`src/rtl/conv_arbiter_rr.sv`:
```
// conv_arbiter_rr: round-robin sharing of one offset-binary <-> two's-complement converter.
// Optional feature macro CONV_ARB_STATS_EN adds per-requester transfer counters and a stall flag.
module conv_arbiter_rr #(
  parameter int unsigned WIDTH   = 16,
  parameter int unsigned NUM_REQ = 2,
  parameter int unsigned ID_W    = 3
) (
  input  logic                     clk,
  input  logic                     rst,
  input  logic [NUM_REQ-1:0]       req_valid,
  input  logic [NUM_REQ*WIDTH-1:0] req_data,
  input  logic [NUM_REQ-1:0]       req_is_signed,
  output logic [NUM_REQ-1:0]       req_ready,
  output logic                     out_valid,
  output logic [WIDTH-1:0]         out_data,
  output logic [ID_W-1:0]          out_id,
  input  logic                     out_ready,
`ifdef CONV_ARB_STATS_EN
  output logic [NUM_REQ*16-1:0]    xfer_count,
  output logic                     stall_flag,
`endif
  output logic                     busy
);

  localparam logic [WIDTH-1:0] HALF    = {1'b1, {(WIDTH-1){1'b0}}};
  localparam logic [ID_W-1:0]  LAST_ID = ID_W'(NUM_REQ - 1);

  typedef enum logic [1:0] {
    S_IDLE,
    S_GRANT,
    S_CONV,
    S_HOLD
  } state_e;

  state_e               state_q, state_d;
  logic [ID_W-1:0]      ptr_q, ptr_d;
  logic [ID_W-1:0]      grant_q, grant_d;
  logic [NUM_REQ-1:0]   req_ready_q, req_ready_d;
  logic                 out_valid_q, out_valid_d;
  logic [WIDTH-1:0]     out_data_q, out_data_d;
  logic [ID_W-1:0]      out_id_q, out_id_d;
  logic                 busy_q, busy_d;
  logic [WIDTH-1:0]     sample_q, sample_d;
  logic                 sgn_q, sgn_d;

  logic                 arb_found;
  logic [ID_W-1:0]      arb_idx;
  logic [NUM_REQ-1:0]   arb_onehot;
  logic                 g_valid;
  logic [WIDTH-1:0]     g_data;
  logic                 g_sgn;
  logic [WIDTH-1:0]     conv_val;
  logic [ID_W-1:0]      ptr_next;

  function automatic int unsigned rot_idx(input logic [ID_W-1:0] p, input int unsigned off);
    int unsigned s;
    s = 32'(p) + off;
    if (s >= NUM_REQ) s = s - NUM_REQ;
    return s;
  endfunction

  // First valid requester at or after the pointer, wrapping.
  always_comb begin
    arb_found  = 1'b0;
    arb_idx    = '0;
    arb_onehot = '0;
    for (int unsigned i = 0; i < NUM_REQ; i++) begin
      for (int unsigned j = 0; j < NUM_REQ; j++) begin
        if (!arb_found && req_valid[j] && (j == rot_idx(ptr_q, i))) begin
          arb_found = 1'b1;
          arb_idx   = ID_W'(j);
        end
      end
    end
    for (int unsigned j = 0; j < NUM_REQ; j++) begin
      arb_onehot[j] = (32'(arb_idx) == j);
    end
  end

  // Mux out the currently granted requester's lane.
  always_comb begin
    g_valid = 1'b0;
    g_data  = '0;
    g_sgn   = 1'b0;
    for (int unsigned j = 0; j < NUM_REQ; j++) begin
      if (32'(grant_q) == j) begin
        g_valid = req_valid[j];
        g_data  = req_data[j*WIDTH +: WIDTH];
        g_sgn   = req_is_signed[j];
      end
    end
  end

  // Both directions reduce to flipping the MSB modulo 2^WIDTH.
  assign conv_val = sgn_q ? (sample_q + HALF) : (sample_q - HALF);
  assign ptr_next = (grant_q == LAST_ID) ? '0 : (grant_q + ID_W'(1));

  always_comb begin
    state_d     = state_q;
    ptr_d       = ptr_q;
    grant_d     = grant_q;
    req_ready_d = '0;
    out_valid_d = out_valid_q;
    out_data_d  = out_data_q;
    out_id_d    = out_id_q;
    sample_d    = sample_q;
    sgn_d       = sgn_q;

    case (state_q)
      S_IDLE: begin
        if (arb_found) begin
          grant_d     = arb_idx;
          req_ready_d = arb_onehot;
          state_d     = S_GRANT;
        end
      end
      S_GRANT: begin
        if (g_valid) begin
          sample_d = g_data;
          sgn_d    = g_sgn;
          state_d  = S_CONV;
        end else begin
          state_d  = S_IDLE;
        end
      end
      S_CONV: begin
        out_data_d  = conv_val;
        out_id_d    = grant_q;
        out_valid_d = 1'b1;
        ptr_d       = ptr_next;
        state_d     = S_HOLD;
      end
      S_HOLD: begin
        if (out_ready) begin
          out_valid_d = 1'b0;
          if (arb_found) begin
            grant_d     = arb_idx;
            req_ready_d = arb_onehot;
            state_d     = S_GRANT;
          end else begin
            state_d     = S_IDLE;
          end
        end
      end
      default: state_d = S_IDLE;
    endcase

    busy_d = (state_d != S_IDLE);
  end

  always_ff @(posedge clk or posedge rst) begin
    if (rst) begin
      state_q     <= S_IDLE;
      ptr_q       <= '0;
      grant_q     <= '0;
      req_ready_q <= '0;
      out_valid_q <= 1'b0;
      out_data_q  <= '0;
      out_id_q    <= '0;
      busy_q      <= 1'b0;
      sample_q    <= '0;
      sgn_q       <= 1'b0;
    end else begin
      state_q     <= state_d;
      ptr_q       <= ptr_d;
      grant_q     <= grant_d;
      req_ready_q <= req_ready_d;
      out_valid_q <= out_valid_d;
      out_data_q  <= out_data_d;
      out_id_q    <= out_id_d;
      busy_q      <= busy_d;
      sample_q    <= sample_d;
      sgn_q       <= sgn_d;
    end
  end

  assign req_ready = req_ready_q;
  assign out_valid = out_valid_q;
  assign out_data  = out_data_q;
  assign out_id    = out_id_q;
  assign busy      = busy_q;

`ifdef CONV_ARB_STATS_EN
  logic [NUM_REQ*16-1:0] xfer_q, xfer_d;
  logic [8:0]            stall_cnt_q, stall_cnt_d;
  logic                  stall_q, stall_d;

  // Saturating per-id transfer counters; stall counter tracks consecutive out_valid cycles.
  always_comb begin
    xfer_d = xfer_q;
    for (int unsigned j = 0; j < NUM_REQ; j++) begin
      if (out_valid_q && out_ready && (32'(out_id_q) == j) &&
          (xfer_q[j*16 +: 16] != 16'hFFFF)) begin
        xfer_d[j*16 +: 16] = xfer_q[j*16 +: 16] + 16'd1;
      end
    end
    if (!out_valid_q) begin
      stall_cnt_d = '0;
    end else if (stall_cnt_q == 9'h1FF) begin
      stall_cnt_d = stall_cnt_q;
    end else begin
      stall_cnt_d = stall_cnt_q + 9'd1;
    end
    stall_d = stall_q | (out_valid_q && (stall_cnt_q >= 9'd255));
  end

  always_ff @(posedge clk or posedge rst) begin
    if (rst) begin
      xfer_q      <= '0;
      stall_cnt_q <= '0;
      stall_q     <= 1'b0;
    end else begin
      xfer_q      <= xfer_d;
      stall_cnt_q <= stall_cnt_d;
      stall_q     <= stall_d;
    end
  end

  assign xfer_count = xfer_q;
  assign stall_flag = stall_q;
`endif

endmodule

```
`config.mk`:
```
export PLATFORM = sky130hd
export DESIGN_NAME = conv_arbiter_rr
export DESIGN_NICKNAME = d
export VERILOG_FILES = /design/src/rtl/conv_arbiter_rr.sv
export SDC_FILE = /design/constraint.sdc
export NUM_CORES = 1
export LEC_CHECK = 0
export CORE_ASPECT_RATIO = 0.75
export CORE_MARGIN = 4
export CORE_UTILIZATION = 30
export DETAILED_ROUTE_END_ITERATION = 16
export GPL_ROUTABILITY_DRIVEN = 0
export PLACE_DENSITY_LB_ADDON = 0.15
export SLEW_MARGIN = 20
export SYNTH_ARGS = -nofsm -noshare
export SYNTH_HDL_FRONTEND = slang
export SYNTH_SLANG_ARGS = --single-unit
```
`constraint.sdc`:
```
create_clock -name clk -period 3.3 [get_ports clk]
set_input_delay 0.66 -clock clk [delete_from_list [all_inputs] [get_ports clk]]
set_output_delay 0.66 -clock clk [all_outputs]
set_load 0.01 [all_outputs]
```
==> flow_metrics.env <==
export IMPL_outcome="completed"
export IMPL_area_growth_pct=39.60
export IMPL_finalHoldViolations=0
export IMPL_critical_path_top_delay_family="adder cells"
export IMPL_drt_total_wl_mm=4.370
export IMPL_gr_total_overflow=0
export IMPL_switching_share_pct=34.26
export IMPL_ant_nets=0
export IMPL_wire_per_inst_um=15.12
export IMPL_cp_depth=5
export IMPL_multi_input_area_um2=752.0
export IMPL_clk_pin_slew_worst_paths_ns=0.07
export IMPL_syn_cell_area_mm2=0.001871
export IMPL_place_ws_ns=1.127
export IMPL_cts_root_buf="clkbuf_8"
export IMPL_combPwrFrac_pct=46.1
export IMPL_vias_per_cell=4.720
export IMPL_r2r_end="busy$_DFF_PP0_"
export IMPL_synth_top_area_share_pct=54.85
export IMPL_drive_gt1_share_pct=14.22
export IMPL_timing_fmax_ghz=0.5085
export IMPL_die_area_mm2=0.007576
export IMPL_drt_iter0_markers=50
export IMPL_drv_cap=0
export IMPL_hpwl_mm=3.088
export IMPL_rsz0062_at_grt="no"
export IMPL_clkPwrFrac_pct=17.2
export IMPL_slowest_delay_ns=0.82
export IMPL_post_cts_resized=0
export IMPL_r2r_slack_ns=1.33
export IMPL_worst_setup_path_start_kind="register"
export IMPL_p_seq_share_pct=36.7
export IMPL_port_buffers=57
export IMPL_avgSynthCellArea_um2=12.07
export IMPL_synthArstFlopShare_pct=100.0
export IMPL_grt_pass1_vias=1490
export IMPL_grt_antenna_before_repair=0
export IMPL_clkLatencyLatePin_ns=0.29
export IMPL_drv_slew=0
export IMPL_setup_slack_ns=1.334
export IMPL_clock_sinks=41
export IMPL_cts_tree="yes"
export IMPL_initial_utilization_pct=31.62
export IMPL_numCtsBuffers=5
export IMPL_routed_via_count=1364
export IMPL_ys_seq_area_share_pct=54.85
export IMPL_crit_path_frequent_cell="inv_1"
export IMPL_first_pass_iters=4
export IMPL_cts_buffer_depth=2
export IMPL_reg2reg_from="state_q[0]$_DFF_PP0_"
export IMPL_synth_most_common_cell="dfrtp_1"
export IMPL_die_y_um=76.39
export IMPL_fp_dieW_um=99.18
export IMPL_crit_buf_inv=2
export IMPL_cts_max_level=2
export IMPL_drc=0
export IMPL_worstSetupEndpoint="busy$_DFF_PP0_"
export IMPL_hp_class="reg2reg"
export IMPL_grt_pass1_wl_mm=7.293
export IMPL_seqCellArea_mm2=0.001026
export IMPL_p_per_area_mw_per_mm2=925.4
export IMPL_io_pins=62
export IMPL_finalSetupTns_ns=0
export IMPL_critPathMaxFanout=21
export IMPL_nNetsFinal=254
export IMPL_hp_start="sample_q[15]$_DFFE_PP0P_"
export IMPL_synth_seq_cells=41
export IMPL_worstSetupPathType="reg2reg"
export IMPL_period_share_pct=59.59
export IMPL_antenna_cells=0
export IMPL_rows=24
export IMPL_period_minus_slack_ns=1.966
export IMPL_synthTopCellsByArea="dfrtp_1 (55%), mux2_2 (9.6%), mux2i_1 (9.1%)"
export IMPL_crit_start="state_q[0]$_DFF_PP0_"
export IMPL_netlist_top_cells_count="dfrtp_1 (41), a21oi_1 (19), mux2i_1 (17)"
export IMPL_ir_worst_vdd_uv=316.6
export IMPL_p_int_uw=1589
export IMPL_setup_viol=0
export IMPL_power_switching_uw=827.9
export IMPL_crit_required_ns=3.51
export IMPL_end_kind="register"
export IMPL_synth_cells=155
export IMPL_yosysTopAreaCell="dfrtp_1"
export IMPL_crit_slowest_cell="ha_1"
export IMPL_synth_edf_count=0
export IMPL_post_cts_buffers=0
export IMPL_leakagePower_uw=0.001059
export IMPL_crit_arrival_ns=2.17
export IMPL_grt_max_degree=34
export IMPL_synth_yosys_warnings=0
export IMPL_grt_usage_pct=12.03
export IMPL_finalClockSkew_ns=0.006206
export IMPL_path_cells="inv_1, ha_1, inv_1, o22a_1, o211ai_1"
export IMPL_tightest_slew_ns=0.9874
export IMPL_ys_flop_type="dfrtp_1"
export IMPL_synth_distinct_cells=26
export IMPL_slew_headroom_pct=34.17
export IMPL_hold_buffers=0
export IMPL_reg2reg_depth=5
export IMPL_nFillCells=566
export IMPL_core_area_mm2=0.005916
## power by group through the flow
stage	Combinational, µW	Sequential (µW)	Clock, µW
floorplan	667	921	0
global placement	1110	883	0
detailed placement	1130	896	0
CTS	1140	889	436
global route	1230	924	455
finish	1110	886	416
## worst min-delay path by stage
stage                                     to  slack (ns)  cells after the start
floorplan           out_data[15]$_DFFE_PP0P_        0.43                      1
global placement    out_data[15]$_DFFE_PP0P_        0.45                      1
detailed placement  out_data[15]$_DFFE_PP0P_        0.47                      1
CTS                 out_data[15]$_DFFE_PP0P_        0.47                      1
global route        out_data[15]$_DFFE_PP0P_        0.51                      1
finish              out_data[15]$_DFFE_PP0P_        0.47                      1
## placed cells by master, fill, tap and decap left out
cell type,count
clkdlybuf4s50_1,57
dfrtp_1,41
a21oi_1,19
mux2i_1,17
mux2_2,16
a31oi_1,16
clkbuf_8,6
inv_1,5
ha_1,5
nor2_1,4
o21ai_0,4
buf_4,3
nand2_1,2
conb_1,2
mux2_4,1
o31ai_1,1
nor3_1,1
nor2b_1,1
or2_2,1
a221oi_2,1
a21boi_0,1
a2111oi_0,1
o22a_1,1
o211ai_1,1
clkinv_1,1
o22ai_1,1
bufinv_16,1
clkinvlp_4,1
## sequential cells by signal (all words and copies together) (netlist names)
| name | cells |
|---|---|
| out_data | 16 |
| req_ready | 2 |
| busy | 1 |
| out_valid | 1 |
| grant_q | 1 |
| ptr_q | 1 |
| out_id | 1 |
| state_q | 2 |
| sample_q | 16 |
## logic make-up (layout without fill, tap and decap cells)
group           Yosys count  count (layout)  share of synthesized area (%)
flops                    41              41                          54.85
mux                      34              34                          19.53
other cells               1               2                         0.2005
compound gates           46              46                          14.78
simple gates              9               9                          2.141
buf+inv                  19              74                          5.150
fa+ha+maj                 5               5                          3.344
## worst register-to-register path, stage by stage (launching register included)
cell      delay, ns
dfrtp_1        0.42
inv_1          0.11
ha_1           0.82
inv_1          0.18
o22a_1         0.28
o211ai_1       0.08
## cell type report
| type | instances | area share, % |
|---|---|---|
| Clock buffer | 6 | 3.162 |
| Clock inverter | 2 | 1.437 |
| Timing Repair Buffer | 60 | 22.71 |
| Tap cell | 78 | 3.737 |
| Sequential cell | 41 | 39.29 |
| Multi-Input combinational cell | 96 | 28.80 |
| Inverter | 6 | 0.8625 |
## metal layers
layer | up-vias | wire (µm) | track usage, %
met1 | 651 | 1999 | 14.91
met5 | - | 0 | 0
met3 | 4 | 348 | 4.941
li1 | 666 | - | -
met4 | 0 | 33 | 3.274
met2 | 43 | 1988 | 19.30
## through the flow
stage	util, %	cell area (µm²)	total power, µW	instances	hold WS (ns)
3_5_place_dp	42.11	2491	2031	281	0.4680
6_report	44.14	2611	2416	289	0.4702
3_3_place_gp	42.11	2491	1995	281	0.4542
2_1_floorplan	-	1874	1588	156	0.4251
5_1_grt	44.14	2611	2609	289	0.5063
4_1_cts	44.14	2611	2460	289	0.4704
(Power assumes the default switching activity.)
